===== src/rtl/mem_arbiter.sv =====
// mem_arbiter: round-robin arbiter sharing one synchronous single-port memory
// between instruction fetch (IF), load/store (LS) and display/IO (IO) requesters.
// Ports:
//   clk, reset (sync, active-low)
//   req_*/we_*/addr_*/wdata_*   per-requester request, held until its gnt_*
//   gnt_*                       one-cycle accept pulse (the ISSUE cycle)
//   rvalid_*, rdata             one-cycle read-return strobe, shared read data
//   mem_addr/mem_wdata/mem_we   memory-side request, mem_rdata read return
module mem_arbiter #(
    parameter int ADDR_W  = 16,
    parameter int DATA_W  = 16,
    parameter int MEM_LAT = 1
) (
    input  logic              clk,
    input  logic              reset,
    input  logic              req_if,
    input  logic              req_ls,
    input  logic              req_io,
    input  logic              we_if,
    input  logic              we_ls,
    input  logic              we_io,
    input  logic [ADDR_W-1:0] addr_if,
    input  logic [ADDR_W-1:0] addr_ls,
    input  logic [ADDR_W-1:0] addr_io,
    input  logic [DATA_W-1:0] wdata_if,
    input  logic [DATA_W-1:0] wdata_ls,
    input  logic [DATA_W-1:0] wdata_io,
    output logic              gnt_if,
    output logic              gnt_ls,
    output logic              gnt_io,
    output logic              rvalid_if,
    output logic              rvalid_ls,
    output logic              rvalid_io,
    output logic [DATA_W-1:0] rdata,
    output logic [ADDR_W-1:0] mem_addr,
    output logic [DATA_W-1:0] mem_wdata,
    output logic              mem_we,
    input  logic [DATA_W-1:0] mem_rdata
);
    typedef enum logic [1:0] {IDLE, ISSUE, WAIT} state_t;
    localparam logic [1:0] LAT = MEM_LAT[1:0];
    state_t            state_q, state_d;
    logic [1:0]        ptr_q, ptr_d, own_q, own_d, cnt_q, cnt_d, c1, c2, win;
    logic [2:0]        req, gnt_q, gnt_d, rv_q, rv_d;
    logic              we_q, we_d;
    logic [ADDR_W-1:0] addr_q, addr_d;
    logic [DATA_W-1:0] wdata_q, wdata_d, rdata_q, rdata_d;

    // Requester index 0=IF, 1=LS, 2=IO; rotation wraps IO back to IF.
    function automatic logic [1:0] nxt(input logic [1:0] p);
        return p == 2'd2 ? 2'd0 : p + 2'd1;
    endfunction

    always_comb begin
        req     = {req_io, req_ls, req_if};
        c1      = nxt(ptr_q);
        c2      = nxt(c1);
        // First requester in rotating order starting at the pointer.
        win     = req[ptr_q] ? ptr_q : req[c1] ? c1 : c2;
        state_d = state_q;
        ptr_d   = ptr_q;
        own_d   = own_q;
        cnt_d   = cnt_q;
        gnt_d   = '0;
        rv_d    = '0;
        we_d    = 1'b0;
        addr_d  = addr_q;
        wdata_d = wdata_q;
        rdata_d = rdata_q;
        case (state_q)
            IDLE: if (|req) begin
                state_d = ISSUE;
                own_d   = win;
                ptr_d   = nxt(win);
                gnt_d   = 3'b001 << win;
                addr_d  = win == 2'd0 ? addr_if  : win == 2'd1 ? addr_ls  : addr_io;
                wdata_d = win == 2'd0 ? wdata_if : win == 2'd1 ? wdata_ls : wdata_io;
                we_d    = win == 2'd0 ? we_if    : win == 2'd1 ? we_ls    : we_io;
            end
            // we_q still holds the owner's write flag during ISSUE.
            ISSUE: begin
                state_d = we_q ? IDLE : WAIT;
                cnt_d   = 2'd1;
            end
            WAIT: if (cnt_q == LAT) begin
                rdata_d = mem_rdata;
                rv_d    = 3'b001 << own_q;
                state_d = IDLE;
            end else begin
                cnt_d = cnt_q + 2'd1;
            end
            default: state_d = IDLE;
        endcase
    end

    always_ff @(posedge clk) begin
        if (!reset) begin
            state_q <= IDLE;
            ptr_q   <= '0;
            own_q   <= '0;
            cnt_q   <= '0;
            gnt_q   <= '0;
            rv_q    <= '0;
            we_q    <= 1'b0;
            addr_q  <= '0;
            wdata_q <= '0;
            rdata_q <= '0;
        end else begin
            state_q <= state_d;
            ptr_q   <= ptr_d;
            own_q   <= own_d;
            cnt_q   <= cnt_d;
            gnt_q   <= gnt_d;
            rv_q    <= rv_d;
            we_q    <= we_d;
            addr_q  <= addr_d;
            wdata_q <= wdata_d;
            rdata_q <= rdata_d;
        end
    end

    assign {gnt_io, gnt_ls, gnt_if}          = gnt_q;
    assign {rvalid_io, rvalid_ls, rvalid_if} = rv_q;
    assign rdata     = rdata_q;
    assign mem_addr  = addr_q;
    assign mem_wdata = wdata_q;
    assign mem_we    = we_q;
endmodule


===== config.mk =====
export PLATFORM = sky130hd
export DESIGN_NAME = mem_arbiter
export DESIGN_NICKNAME = d
export VERILOG_FILES = /design/src/rtl/mem_arbiter.sv
export SDC_FILE = /design/constraint.sdc
export NUM_CORES = 1
export LEC_CHECK = 0
export BUFFER_PORTS_ARGS = -buffer_cell sky130_fd_sc_hd__buf_2
export CAP_MARGIN = 10
export CORE_MARGIN = 2
export CORE_UTILIZATION = 45
export CTS_CLUSTER_DIAMETER = 60
export DETAILED_ROUTE_END_ITERATION = 10
export PLACE_DENSITY = 0.89
export SLEW_MARGIN = 20
export SYNTH_ARGS = -nofsm -noshare
export SYNTH_HDL_FRONTEND = slang
export SYNTH_SLANG_ARGS = --single-unit

===== constraint.sdc =====
create_clock -name clk -period 4.9 [get_ports clk]
set_clock_uncertainty 0.1 [all_clocks]
set_input_delay 0 -clock clk [delete_from_list [all_inputs] [get_ports clk]]
set_output_delay 0 -clock clk [all_outputs]
set_load 0.01 [all_outputs]

; Yosys cells after proc, flatten, opt, wreduce, memory -nomap -nowiden
; Cells that the tools add are included.
[op_classes]
addsub = 4
magnitude_cmp = 2
n_eq_ne = 10
shifts = 2
mux = 21
n_reduce_logical = 10
[op_table]
columns = op, n
row1 = 2-to-1 mux 16 bit, 4
row2 = 2-to-1 mux 2 bit, 9
row3 = "adder 2 x 1 -> 2 bit, second input constant", 4
row4 = "equality test 2 bit, second input constant", 4
row5 = AND reduction 2 bit, 4
row6 = "equality test 2 x 1 -> 1 bit, second input constant", 3
row7 = "< comparator 2 x 3 -> 1 bit, second input constant", 2
row8 = "inequality test 2 bit, second input constant", 3
row9 = one-hot mux 2 bit (3 select lines), 1
row10 = AND reduction 3 bit, 2
row11 = "<< shifter 1 x 2 -> 3 bit, first input constant", 2
row12 = binary-select mux 1 bit (select 2 bit), 2
row13 = logical NOT 2 bit, 2
row14 = 2-to-1 mux 1 bit, 4
row15 = one-hot mux 2 bit (2 select lines), 1
row16 = OR reduction 3 bit, 1
row17 = nonzero test 2 bit, 1
[word_totals]
regBits = 63
in_bits = 120
out_inout_bits = 55

; Depth between registers and ports, before layout
[depth]
depth_word = 9
depth_mapped = 8
ltp_nobuf = 6

; Worst setup path before layout
; Ideal clock, no wire load.
[synth_path]
path_type = reg-to-reg
startpoint = register ptr_q[1]
endpoint = register addr_q[8] (netlist: mem_addr[8])
t_arrival_ns = 1.787
t_required_ns = 4.705
slack_ns = 2.918
path_stages_with_launch = 8
synth_period_minus_slack_ns = 1.982
cell_sequence = dfxtp_1 > buf_2 > and3b_1 > or3_1 > buf_2 > buf_6 > or4_1 > o311ai_1
[synth_via]
elab_chain_len = 9
[synth_rtl]
columns = item, line_no
row1 = start: declaration, 43  ; logic [1:0] ptr_q, ptr_d, own_q, own_d, cnt_q, cnt_d, c1, c2, win;
row2 = start signal: assignment, 110  ; ptr_q <= ptr_d;
row3 = adder 2 x 1 -> 2 bit or equality test 2 bit (tied branches), 51  ; return p == 2'd2 ? 2'd0 : p + 2'd1;
row4 = 2-to-1 mux 2 bit, 51
row5 = "adder 2 x 1 -> 2 bit, or another cell as far along", 51
row6 = 2-to-1 mux 2 bit or 2-to-1 mux 1 bit (tied branches), "51, 59"
row7 = 2-to-1 mux 2 bit, 59  ; win = req[ptr_q] ? ptr_q : req[c1] ? c1 : c2;
row8 = 2-to-1 mux 2 bit (*), 59
row9 = equality test 2 x 1 -> 1 bit, 76  ; addr_d = win == 2'd0 ? addr_if : win == 2'd1 ? addr_ls : addr_io;
row10 = 2-to-1 mux 16 bit, 76
row11 = 2-to-1 mux 16 bit (*), 76
row12 = end signal: assignment, 116  ; addr_q <= addr_d;
row13 = end: declaration, 46  ; logic [ADDR_W-1:0] addr_q, addr_d;
; Mark *: on every way between the ends. The rest lies on a longest branch, timed or not. The select of a mux whose other input is x is not followed.
; A chain may end at the register's enable or synchronous reset.

; Worst setup path in the final report
[layout_path]
startpoint = register ptr_q[1]
endpoint = register wdata_q[7] (netlist: mem_wdata[7])
[layout_via]
elab_chain_len = 9
[layout_rtl]
columns = item, line_no
row1 = adder 2 x 1 -> 2 bit or equality test 2 bit (tied branches), 51
row2 = 2-to-1 mux 2 bit, 51
row3 = "adder 2 x 1 -> 2 bit, or another cell as far along", 51
row4 = 2-to-1 mux 2 bit or 2-to-1 mux 1 bit (tied branches), "51, 59"
row5 = 2-to-1 mux 2 bit, 59
row6 = 2-to-1 mux 2 bit (*), 59
row7 = equality test 2 x 1 -> 1 bit, 77  ; wdata_d = win == 2'd0 ? wdata_if : win == 2'd1 ? wdata_ls : wdata_io;
row8 = 2-to-1 mux 16 bit, 77
row9 = 2-to-1 mux 16 bit (*), 77
row10 = end signal: assignment, 117  ; wdata_q <= wdata_d;
row11 = end: declaration, 47  ; logic [DATA_W-1:0] wdata_q, wdata_d, rdata_q, rdata_d;
; Marks and branches as above.

==> results.md <==
- Gpl congestion: 0.782
- Switch share: 33.5%
- Fin crit period: 3550 ps
- Die span in y: 83.0 um
- Netlist Area Pre-Place: 2810 sq um
- Final HPWL DP: 6250 um
- Die ar.: 6890 sq um
- Starting Density: 46.9%
- PortBufs: 174
- Synthesized netlist cell count: 334
- Internal Dissipation: 1090 uW
- Clock power share: 27.6%
- Root Buffer: clkbuf_8
- Clk Latency, worst-skew pair: 340 ps
- Setup CP Type: flop to flop
- Filler instances: 342
- Flop pwr share: 38.4%
- Post-synth ARST share: 0%
- CORE AREA: 5990 sq um
- CTS tree: built
- Post-CTS Repair Setup Buffers: 0
- Setup crit end kind: flop
- First-pass GRT wire length: 20400 um
- Maximum VDD drop: 0.000266 V
- Outcome: completed
- Critical path's largest stage delay: 910 ps
- Final setup viols: 0
- Max-Cap Viols: 0
- Multiplexer share of the synthesized area: 3.61%
- Finished Cell Area: 4740 sq um
- Core Rows: 28
- WP data required: 5090 ps
- DR vias/cell: 6.11
- Comb power frac: 34.0%
- Fmax achieved: 281 MHz
- Synth Area in Adders: 0.445%
- P_leak: 0.00221 uW
- #FFs+latches synth: 63
- Sink Count: 63
- Unique masters post-synth: 34
- RSZ-0062 raised after global routing: no
- Worst slew pin tran: 1040 ps
- Critical path launch point type: flop
- Main synth FF type: dfxtp_1
- WHS: 236 ps
- Die W: 83.0 um
- Routed len/inst: 19.6 um
- Critical Path Most Common Cell: dlygate4sd3_1
- Syn Nets: 455
- Critical path fanouts, max: 43
- Initial antenna violation count: 1
- Xor/xnor share of the synthesized area: 0%
- Largest net degree at the start of global routing: 66
- Most area-hungry cell type in the Yosys netlist: dfxtp_1
- WP buf/inv: 2
- Worst-path cell chain: a21oi_1 -> o221a_2 -> mux2i_1 -> dlygate4sd3_1 -> o311ai_0 -> dlygate4sd3_1
- Flop2flop setup slack: 1350 ps
- GRT Total Usage: 36.9%
- Slew margin rel.: 30.7%
- Min-Delay Path Class: input port to flop
- Vias in the first global route: 4313
- Average size of a mapped cell: 8.41 sq um
- Period utilization: 72.5%
- Post-synth EDFFs: 0
- Switching Power: 548 uW
- DRC: 0
- Multi-input logic area: 1420 sq um
- NumNets Final: 698
- Count of pins over their slew limit: 0
- Detailed Route Iter0 Violations: 417
- IO Pins: 175
- Yosys warning count: 0
- Compound-Gate Fraction of Synth Area: 26.3%
- Seq/Total Area, Yosys: 44.9%
- Power Dens Cells: 345 nW/um^2
- Htree depth: 3
- Share of cells above drive strength 1: 34.0%
- Clock-pin transition on the worst setup and hold timing paths: 70 ps
- Antenna viol nets, final: 0
- Top cells by instance count after synthesis: dfxtp_1 (63), nand2_1 (56), nand3_1 (30)
- Area delta synth->final: 68.6%
- Yosys top cell area share: 44.9%
- WL final: 12900 um
- Hold Violations, Final: 0
- Setup TNS: 0 ps
- Count leader, synth: dfxtp_1
- Largest family of logic cells by synthesized area: compound AO/OA/AOI/OAI gates
- Critical Path AT: 3740 ps
- Area contributors post-synth: dfxtp_1 (45%), nand2_1 (7.5%), a221oi_1 (6.5%)
- Worst path slowest cell: o221a_2
- CP delay by family, top: compound AO/OA/AOI/OAI gates
- Total CTS buffers: 9
- Drt first pass iters: 7
- Grt total ovfl: 0
- CTS Buffer Depth: 2
- Post-Synth Simple-Gate Area: 19.8%
- Reg area: 1260 sq um
- Post-Place Cell Area: 3670 sq um
- Number of gates resized after cts: 0
- Vias: 4020
## worst register-to-register path, stage by stage, from the launching register on
cell and delay (ps):
dfxtp_1 390, a21oi_1 280, o221a_2 910, mux2i_1 200, dlygate4sd3_1 610, o311ai_0 380, dlygate4sd3_1 620
## per-layer routing
layer	GRT usage (%)	routed length (um)	vias to the layer above
met5	0	0	-
met4	29.4	1100	0
met3	11.6	1310	110
met2	64.7	6260	344
met1	35.4	4200	1840
li1	-	-	1726
## power groups by stage
stage	clock, uW	combinational (uW)	sequential, uW
after floorplan	0	221	650
after global placement	0	388	627
after detailed placement	0	403	629
after CTS	447	509	619
after global routing	476	590	633
final	451	556	627
## stage by stage
step                std cells  worst slack, ps  util, %  power [uW]
floorplan                 334             2920        -         872
global placement          554             2350     61.3        1020
detailed placement        554             2140     61.3        1030
CTS                       657             1600     79.0        1570
global route              658             1250     79.1        1700
finish                    658             1350     79.1        1630
## flip-flops by register name, summed over array words and instances (netlist names)
signal and flops:
mem_we 1, state_q 2, mem_addr 16, own_q 2, gnt_q 3, ptr_q 2
mem_wdata 16, cnt_q 2, rdata 16, rv_q 3
## timing repair
action,CTS,global route
setup endpoints to repair,0,0
hold endpoints to repair,49,0
hold buffers,87,0
## area by class of cell
cell class              instances  share of cell area (%)
repair buffers                264                    37.2
multi-input cells             237                    29.9
flip-flops and latches         63                    26.6
clock buffers                  12                    3.06
well taps                      75                    1.98
clock inverters                 4                   0.951
inverters                       2                   0.158
diodes                          1                  0.0528
## final timing paths
kind | to | depth (start not counted) | start
setup / recovery | mem_wdata[7] | 6 | ptr_q[1]
hold / removal | own_q[1] | 5 | req_io
setup reg to reg | mem_wdata[7] | 6 | ptr_q[1]
hold reg to reg | rdata[12] | 2 | rdata[12]
## kinds of logic (layout without fill, tap and decap cells)
logic type	count (synthesis)	count (layout)
AND/OR/NAND/NOR	117	117
AO/OA/AOI/OAI	109	109
flip-flops	63	63
buffers and inverters	34	282
multiplexers	10	10
adder cells (fa/ha/maj)	1	1
other	0	1
## layout by cell type (no fill, tap or decap), types with 2 or more instances in the layout
master         synthesis  routed
a21boi_0              19      19
a21oi_1               24      24
a221oi_1              21      21
buf_2                  5     174
buf_4                  0       3
clkbuf_1              26       2
clkbuf_8               0      10
clkinv_2               0       3
dfxtp_1               63      63
dlygate4sd3_1          0      87
inv_1                  2       2
mux2i_1                9       9
nand2_1               56      56
nand3_1               30      30
nor2_1                 7       6
nor2b_1                3       3
nor3_1                 3       3
nor3b_1                2       2
o21ai_0               22      22
o22ai_1                6       6
o311ai_0               6       6
o311ai_1               2       2
o31ai_1                5       5
or4_1                  8       8
No activity file was read; power rests on OpenSTA's default activity.
